===== src/rtl/muldiv_sequencer_pkg.sv =====
// Shared definitions for the multiply/divide sequencer.
//   MD_WIDTH        default operand / HI / LO width (also the iteration count)
//   MD_MULT..MD_DIVU  id_ex_mdop opcode values
//   md_state_t      sequencer FSM states
package md_pkg;

    localparam int unsigned MD_WIDTH = 32;

    localparam logic [1:0] MD_MULT  = 2'b00;
    localparam logic [1:0] MD_MULTU = 2'b01;
    localparam logic [1:0] MD_DIV   = 2'b10;
    localparam logic [1:0] MD_DIVU  = 2'b11;

    typedef enum logic [1:0] {
        S_IDLE = 2'b00,
        S_RUN  = 2'b01,
        S_FIX  = 2'b10
    } md_state_t;

endpackage


===== src/rtl/muldiv_sequencer_if.sv =====
// Execute-stage <-> multiply/divide sequencer signal bundle.
//   id_ex_mdstart/mdop/rega/regb   start request and operands
//   id_ex_readhilo/mthi/mtlo       HI/LO accesses from the pipeline
//   ex_if_stall                    pipeline freeze request
//   ex_md_hi/lo/busy/done/divzero  sequencer results and status
// master = pipeline side, slave = sequencer side.
interface muldiv_sequencer_if
    import md_pkg::*;
#(
    parameter int unsigned WIDTH = MD_WIDTH
);
    logic             id_ex_mdstart;
    logic [1:0]       id_ex_mdop;
    logic [WIDTH-1:0] id_ex_rega;
    logic [WIDTH-1:0] id_ex_regb;
    logic             id_ex_readhilo;
    logic             id_ex_mthi;
    logic             id_ex_mtlo;
    logic             ex_if_stall;
    logic [WIDTH-1:0] ex_md_hi;
    logic [WIDTH-1:0] ex_md_lo;
    logic             ex_md_busy;
    logic             ex_md_done;
    logic             ex_md_divzero;

    modport master (
        output id_ex_mdstart, id_ex_mdop, id_ex_rega, id_ex_regb,
        output id_ex_readhilo, id_ex_mthi, id_ex_mtlo,
        input  ex_if_stall, ex_md_hi, ex_md_lo, ex_md_busy, ex_md_done, ex_md_divzero
    );

    modport slave (
        input  id_ex_mdstart, id_ex_mdop, id_ex_rega, id_ex_regb,
        input  id_ex_readhilo, id_ex_mthi, id_ex_mtlo,
        output ex_if_stall, ex_md_hi, ex_md_lo, ex_md_busy, ex_md_done, ex_md_divzero
    );

endinterface


===== src/rtl/muldiv_sequencer_datapath.sv =====
// Shift-add multiplier / restoring divider datapath.
//   clock, reset      clock, async active-high reset
//   i_load            latch operand magnitudes and sign flags
//   i_step            perform one multiply or divide iteration
//   i_is_div          selects divide step and divide result mapping
//   i_fix             fold the sign correction back into the registers
//   i_signed          operands are two's complement (MULT/DIV)
//   i_a, i_b          operand A (multiplicand/dividend), B (multiplier/divisor)
//   o_hi, o_lo        sign-corrected result (remainder/quotient for divide)
module muldiv_datapath
    import md_pkg::*;
#(
    parameter int unsigned WIDTH = MD_WIDTH
) (
    input  logic             clock,
    input  logic             reset,
    input  logic             i_load,
    input  logic             i_step,
    input  logic             i_is_div,
    input  logic             i_fix,
    input  logic             i_signed,
    input  logic [WIDTH-1:0] i_a,
    input  logic [WIDTH-1:0] i_b,
    output logic [WIDTH-1:0] o_hi,
    output logic [WIDTH-1:0] o_lo
);

    logic [WIDTH-1:0]   r_hi;
    logic [WIDTH-1:0]   r_lo;
    logic [WIDTH-1:0]   r_b;
    logic               r_sign_q;
    logic               r_sign_r;

    logic               w_sa;
    logic               w_sb;
    logic [WIDTH-1:0]   w_a_mag;
    logic [WIDTH-1:0]   w_b_mag;
    logic [WIDTH:0]     w_sum;
    logic [WIDTH:0]     w_shift;
    logic [WIDTH:0]     w_diff;
    logic [2*WIDTH-1:0] w_prod;
    logic [2*WIDTH-1:0] w_prod_fix;
    logic [WIDTH-1:0]   w_quo_fix;
    logic [WIDTH-1:0]   w_rem_fix;

    always_comb begin
        w_sa    = i_signed & i_a[WIDTH-1];
        w_sb    = i_signed & i_b[WIDTH-1];
        w_a_mag = w_sa ? (~i_a + 1'b1) : i_a;
        w_b_mag = w_sb ? (~i_b + 1'b1) : i_b;

        // Multiply: {carry, HI, LO} shifts right; LO starts as the multiplier.
        w_sum   = {1'b0, r_hi} + (r_lo[0] ? {1'b0, r_b} : '0);

        // Divide: {HI, LO} shifts left; HI is the partial remainder,
        // LO shifts the dividend out and the quotient bits in.
        w_shift = {r_hi, r_lo[WIDTH-1]};
        w_diff  = w_shift - {1'b0, r_b};

        w_prod     = {r_hi, r_lo};
        w_prod_fix = r_sign_q ? (~w_prod + 1'b1) : w_prod;
        w_quo_fix  = r_sign_q ? (~r_lo + 1'b1) : r_lo;
        w_rem_fix  = r_sign_r ? (~r_hi + 1'b1) : r_hi;

        o_hi = i_is_div ? w_rem_fix : w_prod_fix[2*WIDTH-1:WIDTH];
        o_lo = i_is_div ? w_quo_fix : w_prod_fix[WIDTH-1:0];
    end

    always_ff @(posedge clock or posedge reset) begin
        if (reset) begin
            r_hi     <= '0;
            r_lo     <= '0;
            r_b      <= '0;
            r_sign_q <= 1'b0;
            r_sign_r <= 1'b0;
        end else if (i_load) begin
            r_hi     <= '0;
            r_lo     <= w_a_mag;
            r_b      <= w_b_mag;
            r_sign_q <= w_sa ^ w_sb;
            r_sign_r <= w_sa;
        end else if (i_step) begin
            if (i_is_div) begin
                if (!w_diff[WIDTH]) begin
                    r_hi <= w_diff[WIDTH-1:0];
                    r_lo <= {r_lo[WIDTH-2:0], 1'b1};
                end else begin
                    r_hi <= w_shift[WIDTH-1:0];
                    r_lo <= {r_lo[WIDTH-2:0], 1'b0};
                end
            end else begin
                r_hi <= w_sum[WIDTH:1];
                r_lo <= {w_sum[0], r_lo[WIDTH-1:1]};
            end
        end else if (i_fix) begin
            // Registers now hold the final signed result; clearing the
            // flags keeps o_hi/o_lo stable afterwards.
            r_hi     <= o_hi;
            r_lo     <= o_lo;
            r_sign_q <= 1'b0;
            r_sign_r <= 1'b0;
        end
    end

endmodule


===== src/rtl/muldiv_sequencer.sv =====
// Iterative multiply/divide controller for the Execute stage. Owns HI/LO,
// sequences WIDTH shift-add / restoring-divide steps and stalls the front
// end while a new mult/div or any HI/LO access would collide with it.
//   clock, reset   clock, async active-high reset
//   bus (slave)    id_ex_* requests in; ex_if_stall and ex_md_* out
module muldiv_sequencer
    import md_pkg::*;
#(
    parameter int unsigned WIDTH = MD_WIDTH
) (
    input  logic          clock,
    input  logic          reset,
    muldiv_sequencer_if.slave bus
);

    localparam int unsigned CW = (WIDTH > 1) ? $clog2(WIDTH) : 1;

    md_state_t        r_state;
    md_state_t        w_next;
    logic [CW-1:0]    r_count;
    logic [WIDTH-1:0] r_hi;
    logic [WIDTH-1:0] r_lo;
    logic             r_done;
    logic             r_divzero;
    logic             r_is_div;

    logic             w_idle;
    logic             w_accept;
    logic             w_dz;
    logic             w_load;
    logic             w_step;
    logic             w_fix;
    logic             w_mt_ok;
    logic [WIDTH-1:0] w_res_hi;
    logic [WIDTH-1:0] w_res_lo;

    always_comb begin
        w_next   = r_state;
        w_step   = 1'b0;
        w_fix    = 1'b0;
        w_idle   = (r_state == S_IDLE);
        w_accept = w_idle & bus.id_ex_mdstart;
        w_dz     = bus.id_ex_mdop[1] & (bus.id_ex_regb == '0);
        w_load   = w_accept & ~w_dz;
        // A start wins over a simultaneous MTHI/MTLO.
        w_mt_ok  = w_idle & ~bus.id_ex_mdstart;

        case (r_state)
            S_IDLE: begin
                if (bus.id_ex_mdstart) begin
                    // Divide-by-zero skips the iterations entirely.
                    w_next = w_dz ? S_FIX : S_RUN;
                end
            end
            S_RUN: begin
                w_step = 1'b1;
                if (r_count == CW'(WIDTH - 1)) begin
                    w_next = S_FIX;
                end
            end
            S_FIX: begin
                w_fix  = 1'b1;
                w_next = S_IDLE;
            end
            default: w_next = S_IDLE;
        endcase
    end

    muldiv_datapath #(
        .WIDTH(WIDTH)
    ) u_datapath (
        .clock    (clock),
        .reset    (reset),
        .i_load   (w_load),
        .i_step   (w_step),
        .i_is_div (r_is_div),
        .i_fix    (w_fix & ~r_divzero),
        .i_signed (~bus.id_ex_mdop[0]),
        .i_a      (bus.id_ex_rega),
        .i_b      (bus.id_ex_regb),
        .o_hi     (w_res_hi),
        .o_lo     (w_res_lo)
    );

    always_ff @(posedge clock or posedge reset) begin
        if (reset) begin
            r_state   <= S_IDLE;
            r_count   <= '0;
            r_hi      <= '0;
            r_lo      <= '0;
            r_done    <= 1'b0;
            r_divzero <= 1'b0;
            r_is_div  <= 1'b0;
        end else begin
            r_state <= w_next;
            r_done  <= 1'b0;

            if (w_accept) begin
                r_count   <= '0;
                r_is_div  <= bus.id_ex_mdop[1];
                r_divzero <= w_dz;
            end else if (w_step) begin
                r_count <= r_count + CW'(1);
            end

            // In FIX, r_divzero tells whether this pass came from a
            // zero-divisor start (no HI/LO update, no done pulse).
            if (w_fix && !r_divzero) begin
                r_hi   <= w_res_hi;
                r_lo   <= w_res_lo;
                r_done <= 1'b1;
            end else if (w_mt_ok) begin
                if (bus.id_ex_mthi) r_hi <= bus.id_ex_rega;
                if (bus.id_ex_mtlo) r_lo <= bus.id_ex_rega;
            end
        end
    end

    always_comb begin
        bus.ex_md_busy    = ~w_idle;
        bus.ex_if_stall   = ~w_idle & (bus.id_ex_mdstart | bus.id_ex_readhilo |
                                       bus.id_ex_mthi | bus.id_ex_mtlo);
        bus.ex_md_hi      = r_hi;
        bus.ex_md_lo      = r_lo;
        bus.ex_md_done    = r_done;
        bus.ex_md_divzero = r_divzero;
    end

endmodule

===== src/flat_wrapper.sv =====
// flat-port wrapper written by rule: the top's interface ports become plain ports
module muldiv_sequencer_flat import md_pkg::*;
#(
    parameter int unsigned WIDTH = MD_WIDTH
)
  (clock, reset, bus_id_ex_mdstart, bus_id_ex_mdop, bus_id_ex_rega, bus_id_ex_regb, bus_id_ex_readhilo, bus_id_ex_mthi, bus_id_ex_mtlo, bus_ex_if_stall, bus_ex_md_hi, bus_ex_md_lo, bus_ex_md_busy, bus_ex_md_done, bus_ex_md_divzero);
  muldiv_sequencer_if #(.WIDTH(WIDTH)) bus_i ();
  input  logic clock;
  input  logic reset;
  input wire logic [$bits(bus_i.id_ex_mdstart)-1:0] bus_id_ex_mdstart;
  input wire logic [$bits(bus_i.id_ex_mdop)-1:0] bus_id_ex_mdop;
  input wire logic [$bits(bus_i.id_ex_rega)-1:0] bus_id_ex_rega;
  input wire logic [$bits(bus_i.id_ex_regb)-1:0] bus_id_ex_regb;
  input wire logic [$bits(bus_i.id_ex_readhilo)-1:0] bus_id_ex_readhilo;
  input wire logic [$bits(bus_i.id_ex_mthi)-1:0] bus_id_ex_mthi;
  input wire logic [$bits(bus_i.id_ex_mtlo)-1:0] bus_id_ex_mtlo;
  output wire logic [$bits(bus_i.ex_if_stall)-1:0] bus_ex_if_stall;
  output wire logic [$bits(bus_i.ex_md_hi)-1:0] bus_ex_md_hi;
  output wire logic [$bits(bus_i.ex_md_lo)-1:0] bus_ex_md_lo;
  output wire logic [$bits(bus_i.ex_md_busy)-1:0] bus_ex_md_busy;
  output wire logic [$bits(bus_i.ex_md_done)-1:0] bus_ex_md_done;
  output wire logic [$bits(bus_i.ex_md_divzero)-1:0] bus_ex_md_divzero;
  assign bus_i.id_ex_mdstart = bus_id_ex_mdstart;
  assign bus_i.id_ex_mdop = bus_id_ex_mdop;
  assign bus_i.id_ex_rega = bus_id_ex_rega;
  assign bus_i.id_ex_regb = bus_id_ex_regb;
  assign bus_i.id_ex_readhilo = bus_id_ex_readhilo;
  assign bus_i.id_ex_mthi = bus_id_ex_mthi;
  assign bus_i.id_ex_mtlo = bus_id_ex_mtlo;
  assign bus_ex_if_stall = bus_i.ex_if_stall;
  assign bus_ex_md_hi = bus_i.ex_md_hi;
  assign bus_ex_md_lo = bus_i.ex_md_lo;
  assign bus_ex_md_busy = bus_i.ex_md_busy;
  assign bus_ex_md_done = bus_i.ex_md_done;
  assign bus_ex_md_divzero = bus_i.ex_md_divzero;
  muldiv_sequencer #(.WIDTH(WIDTH)) u_core (.clock(clock), .reset(reset), .bus(bus_i));
endmodule

===== config.mk =====
export PLATFORM = sky130hd
export DESIGN_NAME = muldiv_sequencer_flat
export DESIGN_NICKNAME = d
export VERILOG_FILES = /design/src/rtl/muldiv_sequencer_pkg.sv /design/src/rtl/muldiv_sequencer_if.sv /design/src/rtl/muldiv_sequencer_datapath.sv /design/src/rtl/muldiv_sequencer.sv /design/src/flat_wrapper.sv
export SDC_FILE = /design/constraint.sdc
export NUM_CORES = 1
export LEC_CHECK = 0
export CORE_UTILIZATION = 54
export DETAILED_ROUTE_END_ITERATION = 7
export PLACE_DENSITY = 0.85
export SYNTH_ARGS = -nofsm -noshare
export SYNTH_HDL_FRONTEND = slang
export SYNTH_SLANG_ARGS = --single-unit

===== constraint.sdc =====
create_clock -name clock -period 5.2 [get_ports clock]
set_input_delay 0.78 -clock clock [delete_from_list [all_inputs] [get_ports clock]]
set_output_delay 0.78 -clock clock [all_outputs]
set_load 0.03 [all_outputs]

# Word-level counts from Yosys, hierarchy flattened
# Index checks and enable logic that the tools add are counted.
dict set report op_classes {
  add_sub_neg 8
  muxes 37
  n_reduce_logical 14
  bitwise 22
  n_eq_ne 6
}
# operator n
set ops {}
lappend ops {{32-bit 2-to-1 mux} 22}
lappend ops {{32-bit by 1-bit adder with 32-bit output (second input constant)} 4}
lappend ops {{32-bit NOT} 4}
lappend ops {{64-bit by 1-bit adder with 64-bit output (second input constant)} 1}
lappend ops {{64-bit 2-to-1 mux} 1}
lappend ops {{64-bit NOT} 1}
lappend ops {{32-bit by 32-bit adder with 33-bit output} 1}
lappend ops {{33-bit by 32-bit subtractor with 33-bit output} 1}
lappend ops {{32-bit logical NOT} 1}
lappend ops {{5-bit 2-to-1 mux} 2}
lappend ops {{2-bit nonzero test} 5}
lappend ops {{1-bit AND} 8}
lappend ops {{1-bit 2-to-1 mux} 8}
lappend ops {{2-bit AND reduction} 4}
lappend ops {{2-bit 2-to-1 mux} 3}
lappend ops {{5-bit by 1-bit adder with 5-bit output (second input constant)} 1}
lappend ops {{5-bit equality test (second input constant)} 1}
lappend ops {{1-bit NOT} 5}
lappend ops {{2-bit inequality test (second input constant)} 2}
lappend ops {{2-bit case mux with 2 select lines} 1}
lappend ops {{1-bit bitwise OR} 3}
lappend ops {{3-bit nonzero test} 1}
lappend ops {{2-bit by 1-bit equality test with 1-bit output (second input constant)} 1}
lappend ops {{2-bit equality test (second input constant)} 1}
lappend ops {{5 further kinds} 5}
dict set report totals {
  inputBits 72
  elab_cells 99
  output_inout_bits 68
  register_bits 172
}

# Longest topological paths before layout
# Gate-level depths: netlist (run 1).
dict set report depth {
  depth_word 7
  depth_mapped 14
  ltp_nobuf 13
}

# By module
# Synthesis (run 1) repeated with hierarchy kept, for this count alone.
dict set report hier_totals {
  cells_unflattened 1912
  area_unflattened_um2 15259.6
}
# module cells_each instances area_each_um2 seq_area_each_um2
set by_module_without_submodules {}
lappend by_module_without_submodules {muldiv_datapath 1571 1 11695.0 2452.4}
lappend by_module_without_submodules {muldiv_sequencer 341 1 3564.7 1851.8}

# Worst setup path before layout (run 1)
# OpenSTA, ideal clock, no wires.
dict set report synth_timing {
  path_kind {reg-to-reg}
  from {register u_core.u_datapath.r_hi[0]}
  to {register u_core.u_datapath.r_hi[16]}
  setup_ns 0.136
  stages_incl_launch_ff 13
  arrival_ns 3.331
  setup_slack_ns 1.734
  path_cell_list {dfrtp_1 clkbuf_1 inv_1 fa_1 nand2b_1 a21oi_1 o211ai_1 a2111oi_1 o211ai_1 nand3_1 mux2_2 a221oi_1 o21ai_0}
}
dict set report synth_via {
  elab_chain_cells 7
  elab_cells_between_ends 14
  classes_between {4 x add/sub; 8 x mux; 2 x bitwise}
}
# item line_no
set synth_lines {}
lappend synth_lines {{start: declaration} muldiv_sequencer_datapath.sv:28} ;# logic [WIDTH-1:0] r_hi;
lappend synth_lines {{start signal: assignment} muldiv_sequencer_datapath.sv:85} ;# r_hi <= w_diff[WIDTH-1:0];
lappend synth_lines {{start signal: assignment} muldiv_sequencer_datapath.sv:88} ;# r_hi <= w_shift[WIDTH-1:0];
lappend synth_lines {{start signal: assignment} muldiv_sequencer_datapath.sv:92} ;# r_hi <= w_sum[WIDTH:1];
lappend synth_lines {{64-bit NOT / 32-bit NOT (equally long branches)} {muldiv_sequencer_datapath.sv:61, muldiv_sequencer_datapath.sv:63}}
lappend synth_lines {{64-bit by 1-bit adder with 64-bit output / 32-bit by 1-bit adder with 32-bit output (equally long branches)} {muldiv_sequencer_datapath.sv:61, muldiv_sequencer_datapath.sv:63}}
lappend synth_lines {{64-bit 2-to-1 mux / 32-bit 2-to-1 mux (equally long branches)} {muldiv_sequencer_datapath.sv:61, muldiv_sequencer_datapath.sv:63}}
lappend synth_lines {{32-bit 2-to-1 mux} muldiv_sequencer_datapath.sv:65} ;# o_hi = i_is_div ? w_rem_fix : w_prod_fix[2*WIDTH-1:WIDTH];
lappend synth_lines {{32-bit 2-to-1 mux} muldiv_sequencer_datapath.sv:95} ;# end else if (i_fix) begin
lappend synth_lines {{32-bit 2-to-1 mux (*)} muldiv_sequencer_datapath.sv:82} ;# end else if (i_step) begin
lappend synth_lines {{32-bit 2-to-1 mux (*)} muldiv_sequencer_datapath.sv:76} ;# end else if (i_load) begin
# Every way passes the cells marked *; elsewhere a longest branch is shown, timed or not. The select of a mux whose other input is x is not followed.
# A chain may end at the register's enable or synchronous reset.

# Final worst setup path (run 1)
dict set report layout_timing {
  from {register u_core.u_datapath.r_hi[0]}
  to {register u_core.u_datapath.r_hi[7]}
}
# The elaborated chain is that of the path after synthesis.

==> results by group, run 1 <==
Place
  • Hpwl dp: 34600 µm
  • I/O Buffers: 139
  • Final GP Congestion: 0.970
  • Setup WS pre-CTS: about 880 ps
  • Area after DPL: 16500 µm²
  • Placed Cells incl. Taps: 2315

CTS
  • Clk sinks: 172
  • Max H-tree Level: 4
  • PostCTS Resize Cnt: 0
  • Post-CTS Hold Fix Bufs: 0
  • Num CTS Buffers: 17
  • Clock transition at path regs: 80 ps
  • Root Driver: clkbuf_16
  • Maximum clock insertion buffer count: 2
  • TritonCTS clock tree: yes
  • Worst skew pair latency: about 450 ps
  • Post-CTS Setup Inserts: 0

Global routing
  • Antenna violations before repair: 0
  • Total track usage: 0.329
  • GR Overflow Total: 0
  • Largest net degree at the start of global routing: about 170
  • Number of global-route vias before repair: 13919
  • M2 GR Usage: 0.539
  • Grt met1 use: 0.441
  • Global-route track usage on met3: 0.0416
  • Busiest metal layer after global routing: met2
  • First-pass GRT wire length: 74000 µm

Final layout
  • Final cell count without fillers: ~2300
  • Nets@finish: between 2000 and 2500
  • Final instance area: 17100 µm²
  • Ant diodes: 0
  • P&R area growth vs syn: 14.1%
  • Share of post-route cells with drive strength above 1: 0.0516
  • Fin util: 0.630

Synthesis
  • Netlist cell types: 84
  • Most used DFF post-synth: dfrtp_1
  • Synth top area cells: dfrtp_1, xnor2_1, nand2_1
  • Netlist Area Pre-Place: between 10000 and 15000 µm²
  • Yosys warning count: 0
  • Syn Nets: 2041
  • Synth Register Bits: 172
  • Ys async rst share: 1.00
  • Leading area contributor after synthesis: dfrtp_1
  • Gate Count Post-Synth: 1897
  • Register area share after synthesis: 0.287
  • Post-synth EDFFs: 0
  • Yosys top cell area share: 0.287
  • Syn_area_per_cell: 7.90 µm²

Worst setup path
  • WP data arrival: around 4800 ps
  • Slowest CP cell: a2111oi_1
  • CP Launch Type: flip-flop
  • Crit path max fanout: 26
  • WS Path Type: reg2reg
  • WP data required: 5520 ps
  • CP cell instances: inv_1 -> fa_1 -> nand2b_1 -> a21oi_1 -> o211ai_1 -> a2111oi_1 -> o211ai_1 -> nand3_2 -> buf_4 -> mux2i_1 -> a21oi_1 -> a311o_1
  • R2r setup slk: 730 ps
  • CP max stage delay: between 700 and 800 ps
  • Critical path endpoint category: flip-flop

STA
  • Final hold violations: 0
  • Skew final: 18.1 ps
  • Min Clock Period, post-route: between 4000 and 5000 ps
  • Setup WS post-layout: 734 ps
  • Setup tns final: 0 ps
  • Setup violators final: 0
  • Slew @ Worst Pin: 1090 ps
  • Max Clk Rate: 0.224 GHz
  • Relative slew slack: 0.270
  • Final worst path period share: 0.859
  • RSZ-0062 raised after global routing: no
  • Slew Viols, Final: 0

Routing
  • Final WL: 46500 µm
  • Via count: 14722
  • Via density: roughly 6.3
  • DRT iter0 DRCs: around 1600
  • Routed Antenna Nets: 0
  • Drt pass-1 iters: 7
  • DRC: 0
  • Drt wl/cell: 19.8 µm

Floorplanning
  • I/O pin total: 140
  • Total Die Area: 28400 µm²
  • Row count: 60
  • Core Region: 27100 µm²
  • Die width: 169 µm
  • Initial core utilization: 0.553
  • Die Y-Extent: 169 µm

Power and ir drop
  • PwrDens: 762 nW/µm²
  • Pleak: 7.03 nW
  • Worst vdd ir: ~0.36 mV

Job
  • Max-cap violations: 0

Outcome
  • Outcome: finished, final reports clean

Worst hold path
  • Worst hold path type: reg2reg
## registers in the layout, summed over array words and instances (netlist names)
register / flops
u_core.bus.ex_md_hi: 32
u_core.bus.ex_md_lo: 32
u_core.u_datapath.r_b: 32
u_core.u_datapath.r_hi: 32
u_core.u_datapath.r_lo: 32
u_core.r_count: 5
u_core.r_state: 2
u_core.bus.ex_md_divzero: 1
u_core.bus.ex_md_done: 1
u_core.r_is_div: 1
u_core.u_datapath.r_sign_q: 1
u_core.u_datapath.r_sign_r: 1
## cell type report
cell class	count	area [µm²]
fill	2340	10000
multi-input combinational	1546	9910
sequential	172	4310
timing repair buffer	165	1600
tap	372	465
clock buffer	18	429
inverter	60	229
clock inverter	14	151
## synthesized netlist by cell type, drive strengths merged (13+ instances only)
master  number
a21o        27
a21oi      144
a31oi       37
and2        15
buf         23
clkbuf      96
dfrtp      172
ha          70
inv         60
mux2i       75
nand2      239
nand2b      16
nand3       24
nand4       14
nor2       193
nor3        40
nor4        19
o211ai      17
o21ai      168
o22a        13
o22ai       25
o31ai       19
o41ai       13
or4         19
xnor2      112
xor2        79
## final timing paths
| path | startpoint | to | cells after the start |
|---|---|---|---|
| worst min register to register | u_core.u_datapath.r_b[21] | u_core.u_datapath.r_b[21] | 2 |
| worst max-delay path | u_core.u_datapath.r_hi[0] | u_core.u_datapath.r_hi[7] | 12 |
| worst max register to register | u_core.u_datapath.r_hi[0] | u_core.u_datapath.r_hi[7] | 12 |
| worst min-delay path | u_core.u_datapath.r_b[21] | u_core.u_datapath.r_b[21] | 2 |
| max in group asynchronous | reset | u_core.r_is_div | 3 |
| min in group asynchronous | reset | u_core.bus.ex_md_lo[5] | 3 |
## critical path: cells and delay by family (launching register included)
family	cells	cell delay [ps]
simple gates	2	510
fa+ha+maj	1	510
mux	1	240
buf+inv	2	500
compound gates	6	2010
flops	1	570
## metal layers
metal / vias to the layer above / share of wire
li1: 6942 / -
met1: 6889 / 0.42
met2: 764 / 0.46
met3: 127 / 0.079
met4: 0 / 0.035
met5: - / 0
## stage by stage
step                hold slack (ps)  total power, mW
global placement                462             11.3
global route                    502             13.9
CTS                             488             12.8
floorplan                       448             9.14
finish                          482             13.0
detailed placement              471             11.5
## cells by family (layout without fill, tap and decap cells)
logic type	count (synthesis)	count (layout)	share of synthesized area
mux	78	78	0.0524
buf+inv	179	257	0.0524
xor+xnor	191	191	0.112
fa+ha+maj	72	72	0.0611
compound gates	560	560	0.234
flops	172	172	0.287
simple gates	645	645	0.202
## placed cells by master (no fill, tap or decap), types with 14 or more instances in the layout
cell type	instances
nand2_1	238
nor2_1	192
dfrtp_1	171
o21ai_0	167
a21oi_1	144
clkdlybuf4s50_1	139
xnor2_1	112
xor2_1	79
mux2i_1	75
ha_1	70
inv_1	58
nor3_1	40
a31oi_1	37
a21o_1	27
o22ai_1	25
buf_4	25
nand3_1	23
o31ai_1	18
nor4_1	17
clkbuf_16	17
nand2b_1	16
o211ai_1	16
nand4_1	14
## where the power goes
part | switching (mW) | total (mW) | internal [mW]
Clock | 0.641 | 1.28 | 0.643
Sequential | 0.920 | 2.93 | 2.01
Combinational | 5.18 | 8.80 | 3.62
No activity file was read; power rests on OpenSTA's default activity.
==> inputs of run 2 (changes only) <==
- CORE_UTILIZATION: 54 -> 55
- CTS_BUF_LIST: not set -> sky130_fd_sc_hd__clkbuf_4
- PLACE_DENSITY: 0.85 -> 0.76
==> run 2 against run 1 <==
Die area is 1.8% lower. Clock power is 37% lower. Worst setup slack better by 260 ps. Register-to-register slack better by 260 ps. Non-clock buffer count is 2 higher. Utilization is 0.52 points lower. Global-route usage is 0.78 points higher. Hold slack better by 18 ps. Total power is 4.0% lower. Sequential power is 1% lower. Clock skew is 14 ps higher. Critical path type unchanged. Largest cell class unchanged.
==> results by group, run 2 (synthesized netlist as in run 1, its figures left out) <==
Outcome
  • Outcome: finished, final reports clean

Routing
  • Final WL: 46700 µm (+0.32%)
  • Via density: 6.31 (+0.62%)
  • Routed Antenna Nets: 0 (unchanged)
  • Drt pass-1 iters: 7 (unchanged)
  • DRT iter0 DRCs: 1441 (-12%)
  • Drt wl/cell: 20.1 µm (+1.5%)
  • DRC: 0 (unchanged)
  • Via count: 14637 (-0.58%)

Worst setup path
  • WP data required: 5720 ps (+200 ps)
  • CP cell instances: inv_1 -> ha_1 -> fa_1 -> nand2b_1 -> a21oi_1 -> o211ai_1 -> a2111oi_1 -> or4b_1 -> nand3_2 -> buf_4 -> buf_4 -> nor2_1 -> a21oi_1 -> o211ai_1
  • Critical path endpoint category: flip-flop
  • CP Launch Type: flip-flop
  • Crit path max fanout: 22 (-15%)
  • CP max stage delay: 700 ps (-80 ps)
  • WS Path Type: reg2reg
  • Slowest CP cell: a2111oi_1
  • WP data arrival: 4730 ps (-60 ps)

CTS
  • PostCTS Resize Cnt: 0 (unchanged)
  • Post-CTS Hold Fix Bufs: 0 (unchanged)
  • Root Driver: clkbuf_4
  • Max H-tree Level: 4 (unchanged)
  • Clock transition at path regs: 170 ps (+90 ps)
  • Worst skew pair latency: 620 ps (+170 ps)
  • Maximum clock insertion buffer count: 2 (unchanged)
  • Num CTS Buffers: 17 (unchanged)
  • Clk sinks: 172 (unchanged)
  • TritonCTS clock tree: yes
  • Post-CTS Setup Inserts: 0 (unchanged)

Floorplanning
  • Die Y-Extent: 167 µm (-0.90%)
  • Initial core utilization: 0.559 (+0.00619)
  • Core Region: 26800 µm² (-1.1%)
  • Die width: 167 µm (-0.90%)
  • I/O pin total: 140 (unchanged)
  • Row count: 60 (unchanged)
  • Total Die Area: 27900 µm² (-1.8%)

Power and ir drop
  • Pleak: 6.90 nW (-1.8%)
  • Worst vdd ir: 0.355 mV (-0.15%)
  • PwrDens: 746 nW/µm² (-2.1%)

STA
  • Final worst path period share: 0.809 (-0.0502)
  • Min Clock Period, post-route: 4200 ps (-261 ps)
  • Setup tns final: 0 ps (unchanged)
  • Relative slew slack: 0.282 (+0.0112)
  • Final hold violations: 0 (unchanged)
  • Slew @ Worst Pin: 1080 ps (-16.8 ps)
  • Max Clk Rate: 0.238 GHz (+6.2%)
  • Skew final: 32.2 ps (+14.2 ps)
  • Setup WS post-layout: 995 ps (+261 ps)
  • RSZ-0062 raised after global routing: no
  • Slew Viols, Final: 0 (unchanged)
  • Setup violators final: 0 (unchanged)
  • Worst hold slack: 500 ps (+18.0 ps)

Final layout
  • Fill cells: 2440 (+4.3%)
  • Nets@finish: 2108 (+0.095%)
  • Area of the multi-input gates: 9910 µm² (unchanged)
  • Most frequent cells in the layout: nand2_1, nor2_1, dfrtp_1
  • FF+latch area: 4310 µm² (unchanged)
  • Commonest non-fill, non-tap cell in the layout: nand2_1
  • Final cell count without fillers: 2319 (-1.2%)
  • P&R area growth vs syn: 11.9%
  • Share of post-route cells with drive strength above 1: 0.0531 (+0.00147)

Place
  • Hpwl dp: 34600 µm (about the same)
  • I/O Buffers: 139 (unchanged)
  • Setup WS pre-CTS: 750 ps (-129 ps)
  • Placed Cells incl. Taps: 2286 (-1.3%)
  • Final GP Congestion: 0.981 (+1.2%)

Global routing
  • Largest net degree at the start of global routing: 173 (unchanged)
  • First-pass GRT wire length: 74600 µm (+0.80%)
  • Total track usage: 0.337 (+0.00783)
  • Antenna violations before repair: 1 (+1)
  • Number of global-route vias before repair: 13634 (-2.0%)
  • GR Overflow Total: 0 (unchanged)

Worst hold path
  • Worst hold path type: reg2reg

Job
  • Max-cap violations: 0 (unchanged)
run 2: cell types whose count changed in the layout (fill, tap and decap cells not counted):
| cell | change |
|---|---|
| clkbuf_4 | +17 |
| diode_2 | +1 |
| clkbuf_1 | -1 |
| inv_6 | +4 |
| inv_8 | -1 |
| clkinvlp_4 | +1 |
| clkinv_2 | +1 |
| clkinv_8 | -1 |
| clkinv_4 | -3 |
| buf_4 | +2 |
| clkbuf_16 | -17 |
run 2: through the flow:
stage	instance area, µm²	util	total power, mW
after floorplan	15000	-	9.14
after global placement	16500	0.615	11.4
after detailed placement	16500	0.615	11.5
after CTS	16800	0.625	12.3
after global routing	16800	0.625	13.4
final	16800	0.625	12.5
run 2: layout make-up:
| cell class | instances | area share |
|---|---|---|
| Clock buffer | 17 | 0.00762 |
| Multi-Input combinational cell | 1546 | 0.591 |
| Inverter | 60 | 0.0137 |
| Antenna cell | 1 | 0.000149 |
| Timing Repair Buffer | 167 | 0.0963 |
| Clock inverter | 15 | 0.00866 |
| Tap cell | 341 | 0.0255 |
| Sequential cell | 172 | 0.257 |
run 2: path summary, 6_finish.rpt:
check,startpoint,end,slack (ps),depth (start not counted)
min,u_core.u_datapath.r_b[22],u_core.u_datapath.r_b[22],500,2
min in group asynchronous,reset,u_core.bus.ex_md_lo[7],740,3
min reg2reg,u_core.u_datapath.r_b[22],u_core.u_datapath.r_b[22],500,2
max,u_core.u_datapath.r_lo[31],u_core.u_datapath.r_hi[19],1000,14
max in group asynchronous,reset,u_core.r_is_div,3650,3
max reg2reg,u_core.u_datapath.r_lo[31],u_core.u_datapath.r_hi[19],1000,14
run 2: critical path, delay by kind of cell (launching register included):
kind | cells | cell delay [ps]
AO/OA/AOI/OAI | 5 | 1380
adder cells (fa/ha/maj) | 2 | 650
buffers and inverters | 3 | 680
flip-flops | 1 | 470
AND/OR/NAND/NOR | 4 | 960
run 2: power by group:
group	switching [mW]	internal [mW]	leakage, nW	total [mW]
logic	5.15	3.64	4.69	8.79
clock network	0.591	0.216	0.146	0.808
registers	0.888	2.01	2.07	2.89
run 2: per-layer routing:
layer | wire [µm] | track usage | part of all wire
met5 | 0 | 0 | 0
met4 | 1630 | 0.124 | 0.035
met3 | 3560 | 0.0501 | 0.076
met2 | 21500 | 0.541 | 0.46
met1 | 20000 | 0.458 | 0.43
